$ cat src/rtl/serial_addsub_if.sv
// serial_addsub_if
//   Handshake and data bundle for the bit-serial adder/subtractor.
//   master : start, mode, a, b        (requester drives)
//            busy, done, result, carry_out, overflow (requester observes)
//   slave  : mirror image, used by serial_addsub.
interface serial_addsub_if #(
  parameter int WIDTH = 8
);
  logic             start;
  logic             mode;
  logic [WIDTH-1:0] a;
  logic [WIDTH-1:0] b;
  logic             busy;
  logic             done;
  logic [WIDTH-1:0] result;
  logic             carry_out;
  logic             overflow;

  modport master (
    output start, mode, a, b,
    input  busy, done, result, carry_out, overflow
  );

  modport slave (
    input  start, mode, a, b,
    output busy, done, result, carry_out, overflow
  );
endinterface

$ cat src/rtl/serial_addsub.sv
// serial_addsub
//   Bit-serial WIDTH-bit adder/subtractor. One full-adder cell and a carry
//   flop process the operands LSB first, one bit per clock.
//   clk    : rising-edge clock
//   rst_n  : asynchronous active-low reset, clears control and outputs
//   bus    : slave side of serial_addsub_if
//            start/mode/a/b in, busy/done/result/carry_out/overflow out
//   A request accepted in IDLE or DONE spends exactly WIDTH cycles in RUN,
//   then done pulses for one cycle with result and flags. Outputs only change
//   on the edge entering DONE, so partial sums are never visible.
module serial_addsub #(
  parameter int WIDTH = 8
) (
  input  logic          clk,
  input  logic          rst_n,
  serial_addsub_if.slave bus
);

  localparam int CNT_W = $clog2(WIDTH) + 1;

  typedef enum logic [1:0] {
    IDLE = 2'd0,
    RUN  = 2'd1,
    DONE = 2'd2
  } state_e;

  state_e           state_q, state_d;
  logic [WIDTH-1:0] a_q, a_d;
  logic [WIDTH-1:0] b_q, b_d;
  logic [WIDTH-1:0] acc_q, acc_d;
  logic [WIDTH-1:0] result_q, result_d;
  logic [CNT_W-1:0] cnt_q, cnt_d;
  logic             mode_q, mode_d;
  logic             c_q, c_d;
  logic             busy_q, busy_d;
  logic             done_q, done_d;
  logic             carry_out_q, carry_out_d;
  logic             overflow_q, overflow_d;

  logic             b_bit;
  logic             s_bit;
  logic             c_next;
  logic             last_bit;
  logic [WIDTH-1:0] acc_shift;

  // Full-adder cell on the current LSBs; b is inverted for subtraction and
  // the carry flop was preloaded with mode, giving a + ~b + 1.
  always_comb begin
    b_bit     = b_q[0] ^ mode_q;
    s_bit     = a_q[0] ^ b_bit ^ c_q;
    c_next    = (a_q[0] & b_bit) | (c_q & (a_q[0] ^ b_bit));
    last_bit  = (cnt_q == CNT_W'(WIDTH - 1));
    // New sum bit enters at the MSB; after WIDTH shifts bit 0 sits at the LSB.
    acc_shift = (acc_q >> 1) | (WIDTH'(s_bit) << (WIDTH - 1));
  end

  always_comb begin
    state_d     = state_q;
    a_d         = a_q;
    b_d         = b_q;
    acc_d       = acc_q;
    result_d    = result_q;
    cnt_d       = cnt_q;
    mode_d      = mode_q;
    c_d         = c_q;
    carry_out_d = carry_out_q;
    overflow_d  = overflow_q;

    case (state_q)
      IDLE, DONE: begin
        if (bus.start) begin
          a_d     = bus.a;
          b_d     = bus.b;
          mode_d  = bus.mode;
          c_d     = bus.mode;
          cnt_d   = '0;
          acc_d   = '0;
          state_d = RUN;
        end else begin
          state_d = IDLE;
        end
      end
      RUN: begin
        a_d   = a_q >> 1;
        b_d   = b_q >> 1;
        c_d   = c_next;
        acc_d = acc_shift;
        cnt_d = cnt_q + CNT_W'(1);
        if (last_bit) begin
          state_d     = DONE;
          result_d    = acc_shift;
          // Subtraction reports a borrow, the inverse of the raw carry.
          carry_out_d = mode_q ? ~c_next : c_next;
          // c_q is the carry into the MSB on the final bit.
          overflow_d  = c_q ^ c_next;
        end
      end
      default: state_d = IDLE;
    endcase

    busy_d = (state_d == RUN);
    done_d = (state_d == DONE);
  end

  always_ff @(posedge clk or negedge rst_n) begin
    if (!rst_n) begin
      state_q     <= IDLE;
      a_q         <= '0;
      b_q         <= '0;
      acc_q       <= '0;
      result_q    <= '0;
      cnt_q       <= '0;
      mode_q      <= 1'b0;
      c_q         <= 1'b0;
      busy_q      <= 1'b0;
      done_q      <= 1'b0;
      carry_out_q <= 1'b0;
      overflow_q  <= 1'b0;
    end else begin
      state_q     <= state_d;
      a_q         <= a_d;
      b_q         <= b_d;
      acc_q       <= acc_d;
      result_q    <= result_d;
      cnt_q       <= cnt_d;
      mode_q      <= mode_d;
      c_q         <= c_d;
      busy_q      <= busy_d;
      done_q      <= done_d;
      carry_out_q <= carry_out_d;
      overflow_q  <= overflow_d;
    end
  end

  assign bus.busy      = busy_q;
  assign bus.done      = done_q;
  assign bus.result    = result_q;
  assign bus.carry_out = carry_out_q;
  assign bus.overflow  = overflow_q;

endmodule
$ cat src/flat_wrapper.sv
// flat-port wrapper written by rule: the top's interface ports become plain ports
module serial_addsub_flat 
#(
  parameter int WIDTH = 8
)
  (clk, rst_n, bus_start, bus_mode, bus_a, bus_b, bus_busy, bus_done, bus_result, bus_carry_out, bus_overflow);
  serial_addsub_if #(.WIDTH(WIDTH)) bus_i ();
  input  logic clk;
  input  logic rst_n;
  input wire logic [$bits(bus_i.start)-1:0] bus_start;
  input wire logic [$bits(bus_i.mode)-1:0] bus_mode;
  input wire logic [$bits(bus_i.a)-1:0] bus_a;
  input wire logic [$bits(bus_i.b)-1:0] bus_b;
  output wire logic [$bits(bus_i.busy)-1:0] bus_busy;
  output wire logic [$bits(bus_i.done)-1:0] bus_done;
  output wire logic [$bits(bus_i.result)-1:0] bus_result;
  output wire logic [$bits(bus_i.carry_out)-1:0] bus_carry_out;
  output wire logic [$bits(bus_i.overflow)-1:0] bus_overflow;
  assign bus_i.start = bus_start;
  assign bus_i.mode = bus_mode;
  assign bus_i.a = bus_a;
  assign bus_i.b = bus_b;
  assign bus_busy = bus_i.busy;
  assign bus_done = bus_i.done;
  assign bus_result = bus_i.result;
  assign bus_carry_out = bus_i.carry_out;
  assign bus_overflow = bus_i.overflow;
  serial_addsub #(.WIDTH(WIDTH)) u_core (.clk(clk), .rst_n(rst_n), .bus(bus_i));
endmodule
$ cat config.mk
export PLATFORM = sky130hd
export DESIGN_NAME = serial_addsub_flat
export DESIGN_NICKNAME = d
export VERILOG_FILES = /design/src/rtl/serial_addsub_if.sv /design/src/rtl/serial_addsub.sv /design/src/flat_wrapper.sv
export SDC_FILE = /design/constraint.sdc
export NUM_CORES = 1
export LEC_CHECK = 0
export ABC_AREA = 1
export CORE_ASPECT_RATIO = 0.7
export CORE_UTILIZATION = 30
export CTS_BUF_LIST = sky130_fd_sc_hd__clkbuf_4
export CTS_CLUSTER_DIAMETER = 40
export DETAILED_ROUTE_END_ITERATION = 8
export PLACE_DENSITY_LB_ADDON = 0.08
export SLEW_MARGIN = 20
export SYNTH_ARGS = -nofsm -noshare
export SYNTH_HDL_FRONTEND = slang
export SYNTH_SLANG_ARGS = --single-unit
$ cat constraint.sdc
create_clock -name clk -period 1.9 [get_ports clk]
set_input_delay 0.38 -clock clk [delete_from_list [all_inputs] [get_ports clk]]
set_output_delay 0.38 -clock clk [all_outputs]
set_load 0.02 [all_outputs]
* Word level (Yosys, flattened, before mapping)
Index checks and enable logic that the tools add are counted.
** Cells by class
- Reduce and logical (&&, ||, !) cells :: 6
- Mux-type cells :: 14
- Div/mod/pow operators :: 0
- $lt $le $gt $ge :: 0
- Shifts and indexed selects :: 0
- Bitwise gates (word level) :: 9
- Equal/unequal tests :: 6
- Add/sub/neg operators :: 1
- Multipliers :: 0
** Operators by type and width (number)
- 8-bit one-hot mux with 2 select lines :: 3
- 8-bit 2-to-1 mux :: 3
- 7-bit by 8-bit bitwise OR with 8-bit output :: 1
- 4-bit one-hot mux with 2 select lines :: 1
- 2-bit AND reduction :: 3
- 4-bit by 1-bit adder with 4-bit output, second input constant :: 1
- 2-bit by 1-bit == test with 1-bit output, second input constant :: 2
- 2-bit == test, second input constant :: 2
- 4-bit by 3-bit == test with 1-bit output, second input constant :: 1
- 4-bit 2-to-1 mux :: 1
- 2-bit one-hot mux with 2 select lines :: 1
- 1-bit bitwise XOR :: 4
- 1-bit 2-to-1 mux :: 3
- 1-bit AND :: 2
- 2-bit logical NOT :: 1
- 2-bit 2-to-1 mux :: 1
- 2-bit inequality test, second input constant :: 1
- 1-bit one-hot mux with 2 select lines :: 1
- 2-bit nonzero test :: 1
- 2-bit OR reduction :: 1
- 1-bit inverter :: 1
- 1-bit bitwise OR :: 1
** Storage, ports and cells
- Bits in latches :: 0
- Output and inout bits :: 12
- Input bits :: 20
- Register bits after elaboration :: 44
- Bits in writable memories :: 0
- Bits in read-only memories :: 0
- Memories kept :: 0

* Logic depth before layout (Yosys ltp)
- Word-level depth :: 6
- Depth in mapped cells :: 7
- Depth with buffers taken out :: 7

* Worst setup path before layout
Ideal clock, no wire load.
- Path kind :: flip-flop to flip-flop
- Start point :: reg u_core.mode_q
- End point :: reg u_core.overflow_q, in the netlist u_core.bus.overflow
- Setup time :: 116 ps
- Buffers on the path :: 0
- Arrival time :: 1185 ps
- Path slack :: 598 ps
- Stages on the path, launching flop included :: 6
- Path through :: dfrtp_1 > xnor2_1 > fa_1 > xnor2_1 > nand2_1 > nand2_1
** Between the ends
- Word-level cells in the longest chain between the ends :: 5
- Elaborated cells between the ends (all ways) :: 6
- Classes of those cells :: 6 x bitwise
** RTL lines
- start, declared :: line serial_addsub.sv:33 : logic mode_q, mode_d;
- start signal, assigned :: line serial_addsub.sv:126 : mode_q <= mode_d;
- 1-bit bitwise XOR * :: line serial_addsub.sv:49 : b_bit = b_q[0] ^ mode_q;
- 1-bit bitwise XOR :: line serial_addsub.sv:51 : c_next = (a_q[0] & b_bit) | (c_q & (a_q[0] ^ b_bit));
- 1-bit AND :: line serial_addsub.sv:51
- 1-bit bitwise OR * :: line serial_addsub.sv:51
- 1-bit bitwise XOR * :: line serial_addsub.sv:95 : overflow_d = c_q ^ c_next;
- end signal, assigned :: line serial_addsub.sv:131 : overflow_q <= overflow_d;
- end, declared :: line serial_addsub.sv:38 : logic overflow_q, overflow_d;
Every way passes the cells marked *; elsewhere a longest branch is shown, timed or not.
A chain may end at the register's enable or synchronous reset.

* Worst setup path in the final report
- Start point :: reg u_core.carry_out_q, in the netlist u_core.bus.carry_out
- End point :: out bus_carry_out
** RTL lines
- start, declared :: line serial_addsub.sv:37 : logic carry_out_q, carry_out_d;
- start signal, assigned :: line serial_addsub.sv:130 : carry_out_q <= carry_out_d;
- end, declared :: line flat_wrapper.sv:17 : output wire logic [$bits(bus_i.carry_out)-1:0] bus_carry_out;
No word-level cell between the ends.

==> run summary <==
outcome = complete, but fails checks
violated checks = DRC
post-CTS sizing = 0
CP cell instances = clkdlybuf4s50_1
chip height = 69.3 um
Ports = 32
cell area after synthesis = 1940 um^2
Worst Path Buf+Inv = 1
most frequent cells in the layout = nand2_1 (122), dfrtp_1 (43), clkdlybuf4s50_1 (30)
largest net degree at the start of global routing = 21
Placer Congestion = 0.725
Layout Nets = 292
Remaining DRCs = 1
Slew headroom = 74.1%
Core Region = 6250 um^2
Leakage = 1.27 nW
vias in the first global route = 1442
syn_area_per_cell = 8.30 um^2
CP Data Required Time = 1520 ps
Max stage delay cell, worst path = clkdlybuf4s50_1
GRT Util Overall = 12.4%
area of the multi-input gates = 686 um^2
Hold Path Class = in -> async
total grt overflow = 0
commonest non-fill, non-tap cell in the layout = nand2_1
Least-Margin Pin Slew = 387 ps
Ant. Diodes = 0
Syn-to-layout area delta = 24.2%
syn nets = 256
DR vias/cell = 4.05
Final Cycle Share = 90.1%
starting DRC count in detailed routing = 87
crit path DAT = 1330 ps
Peak VDD IR = 425 uV
layout cells sized above 1 = 7.75%
Starting Density = 31.1%
Synth Instances = 234
detailed placement HPWL = 2450 um
nature of the critical path endpoint = primary output
DRT Pass-1 Iters = 8
Yosys warning count = 0
slowest stage delay, CP = 600 ps
CP Launch Type = flip-flop
PD cells = 1600 nW/um^2
Num CTS Buffers = 5
crit path max fanout = 2
full die area = 6800 um^2
Yosys reg bits = 43
H-tree depth = 2
via count = 1412
Layout Utilization = 38.6%
WL/cell = 10.5 um
CP top delay family = buffers and inverters
setup violators final = 0
Post-DRT Antenna Nets = 0
CP Class = reg -> out
routed wire length = 3660 um
# port buffers = 31
register area = 1080 um^2
Rows = 24
first-pass GRT wire length = 6670 um
Clk Latency, worst-skew pair = 350 ps
minimum clock period = 1710 ps
final hold violation count = 0
Setup TNS Final = 0 ps
sequential element share of the synthesized area = 55.4%
maximum clock frequency = 584 MHz
MaxCap Viol Count = 0
synth unique cells = 21
Root Driver = clkbuf_4
Worst-path clk slew = 130 ps
number of clock sinks = 43
clock tree from TritonCTS = done
RSZ-0062 raised after global routing = false
Die X-Extent = 98.2 um
Fillers = 686
Clock Skews = 9.39 ps
CTS max path bufs = 2
Max Transition Viols Final = 0
initial antenna violation count = 0
==> stage by stage <==
step | instances | worst slack (ps) | total power, mW | hold slack [ps] | area, um^2
2_1_floorplan | 234 | 598 | 2.86 | 84.4 | 1940
3_3_place_gp | 340 | 219 | 3.35 | 311 | 2330
3_5_place_dp | 340 | 233 | 3.34 | 312 | 2330
4_1_cts | 349 | 171 | 3.94 | 449 | 2410
5_1_grt | 349 | 115 | 4.26 | 444 | 2410
6_report | 349 | 189 | 3.86 | 449 | 2410
==> report_power, final <==
group	switching [mW]	internal [mW]	leakage (nW)
clock	0.302	0.271	0.0426
combinational	0.999	0.723	0.690
sequential	0.242	1.32	0.540
==> cells in the mapped netlist, drive strengths merged <==
cell type    n  area (um^2)
o21ai        2         10.0
inv         31          119
o22ai        7         43.8
nor2         6         37.5
nand4        1         6.26
a21oi        1         5.00
nand3        4         20.0
nand2      126          498
fa           1         20.0
ha           1         12.5
buf          7         61.3
or2          1         6.26
xnor2        3         26.3
dfrtp       43         1080
==> sequential cells by signal, indices dropped and copies added (netlist names) <==
signal,flops
u_core.a_q,8
u_core.acc_q,7
u_core.b_q,8
u_core.bus.busy,1
u_core.bus.carry_out,1
u_core.bus.done,1
u_core.bus.overflow,1
u_core.bus.result,8
u_core.c_q,1
u_core.cnt_q,4
u_core.mode_q,1
u_core.state_q,2
==> final timing paths <==
check / startpoint / end / slack [ps] / cells past startpoint
worst max-delay path: u_core.bus.carry_out / bus_carry_out / 190 / 1
worst min-delay path: rst_n / u_core.bus.result[5] / 450 / 2
worst max register to register: u_core.mode_q / u_core.bus.carry_out / 510 / 5
worst min register to register: u_core.acc_q[5] / u_core.bus.result[4] / 480 / 2
max in group asynchronous: rst_n / u_core.b_q[1] / 970 / 3
min in group clk: u_core.acc_q[5] / u_core.bus.result[4] / 480 / 2
==> area by class of cell <==
cell class | instances | share of cell area (%)
Clock buffer | 5 | 1.56
Clock inverter | 3 | 1.61
Inverter | 31 | 4.93
Multi-Input combinational cell | 153 | 28.4
Sequential cell | 43 | 44.6
Tap cell | 78 | 4.05
Timing Repair Buffer | 36 | 14.8
==> routing by layer <==
layer / GRT usage (%) / vias up / share of wire, %
met2: 18.9 / 33 / 41
met1: 17.1 / 609 / 54
li1: - / 765 / -
met3: 3.63 / 5 / 4.1
met5: 0 / - / 0
met4: 3.98 / 0 / 1.1
==> timing repair <==
action | in CTS | in global routing
hold endpoints to repair | 13 | 0
setup endpoints to repair | 0 | 0
setup buffers | 0 | 0
hold buffers | 1 | 0
==> cells by family after synthesis <==
kind of cell | Yosys count | share of synthesized area (%)
AO/OA/AOI/OAI | 10 | 3.03
XOR/XNOR | 3 | 1.35
flip-flops | 43 | 55.4
buffers and inverters | 38 | 9.28
adder cells (fa/ha/maj) | 2 | 1.68
AND/OR/NAND/NOR | 138 | 29.3
Note: power is estimated with default switching activity, not from simulation.
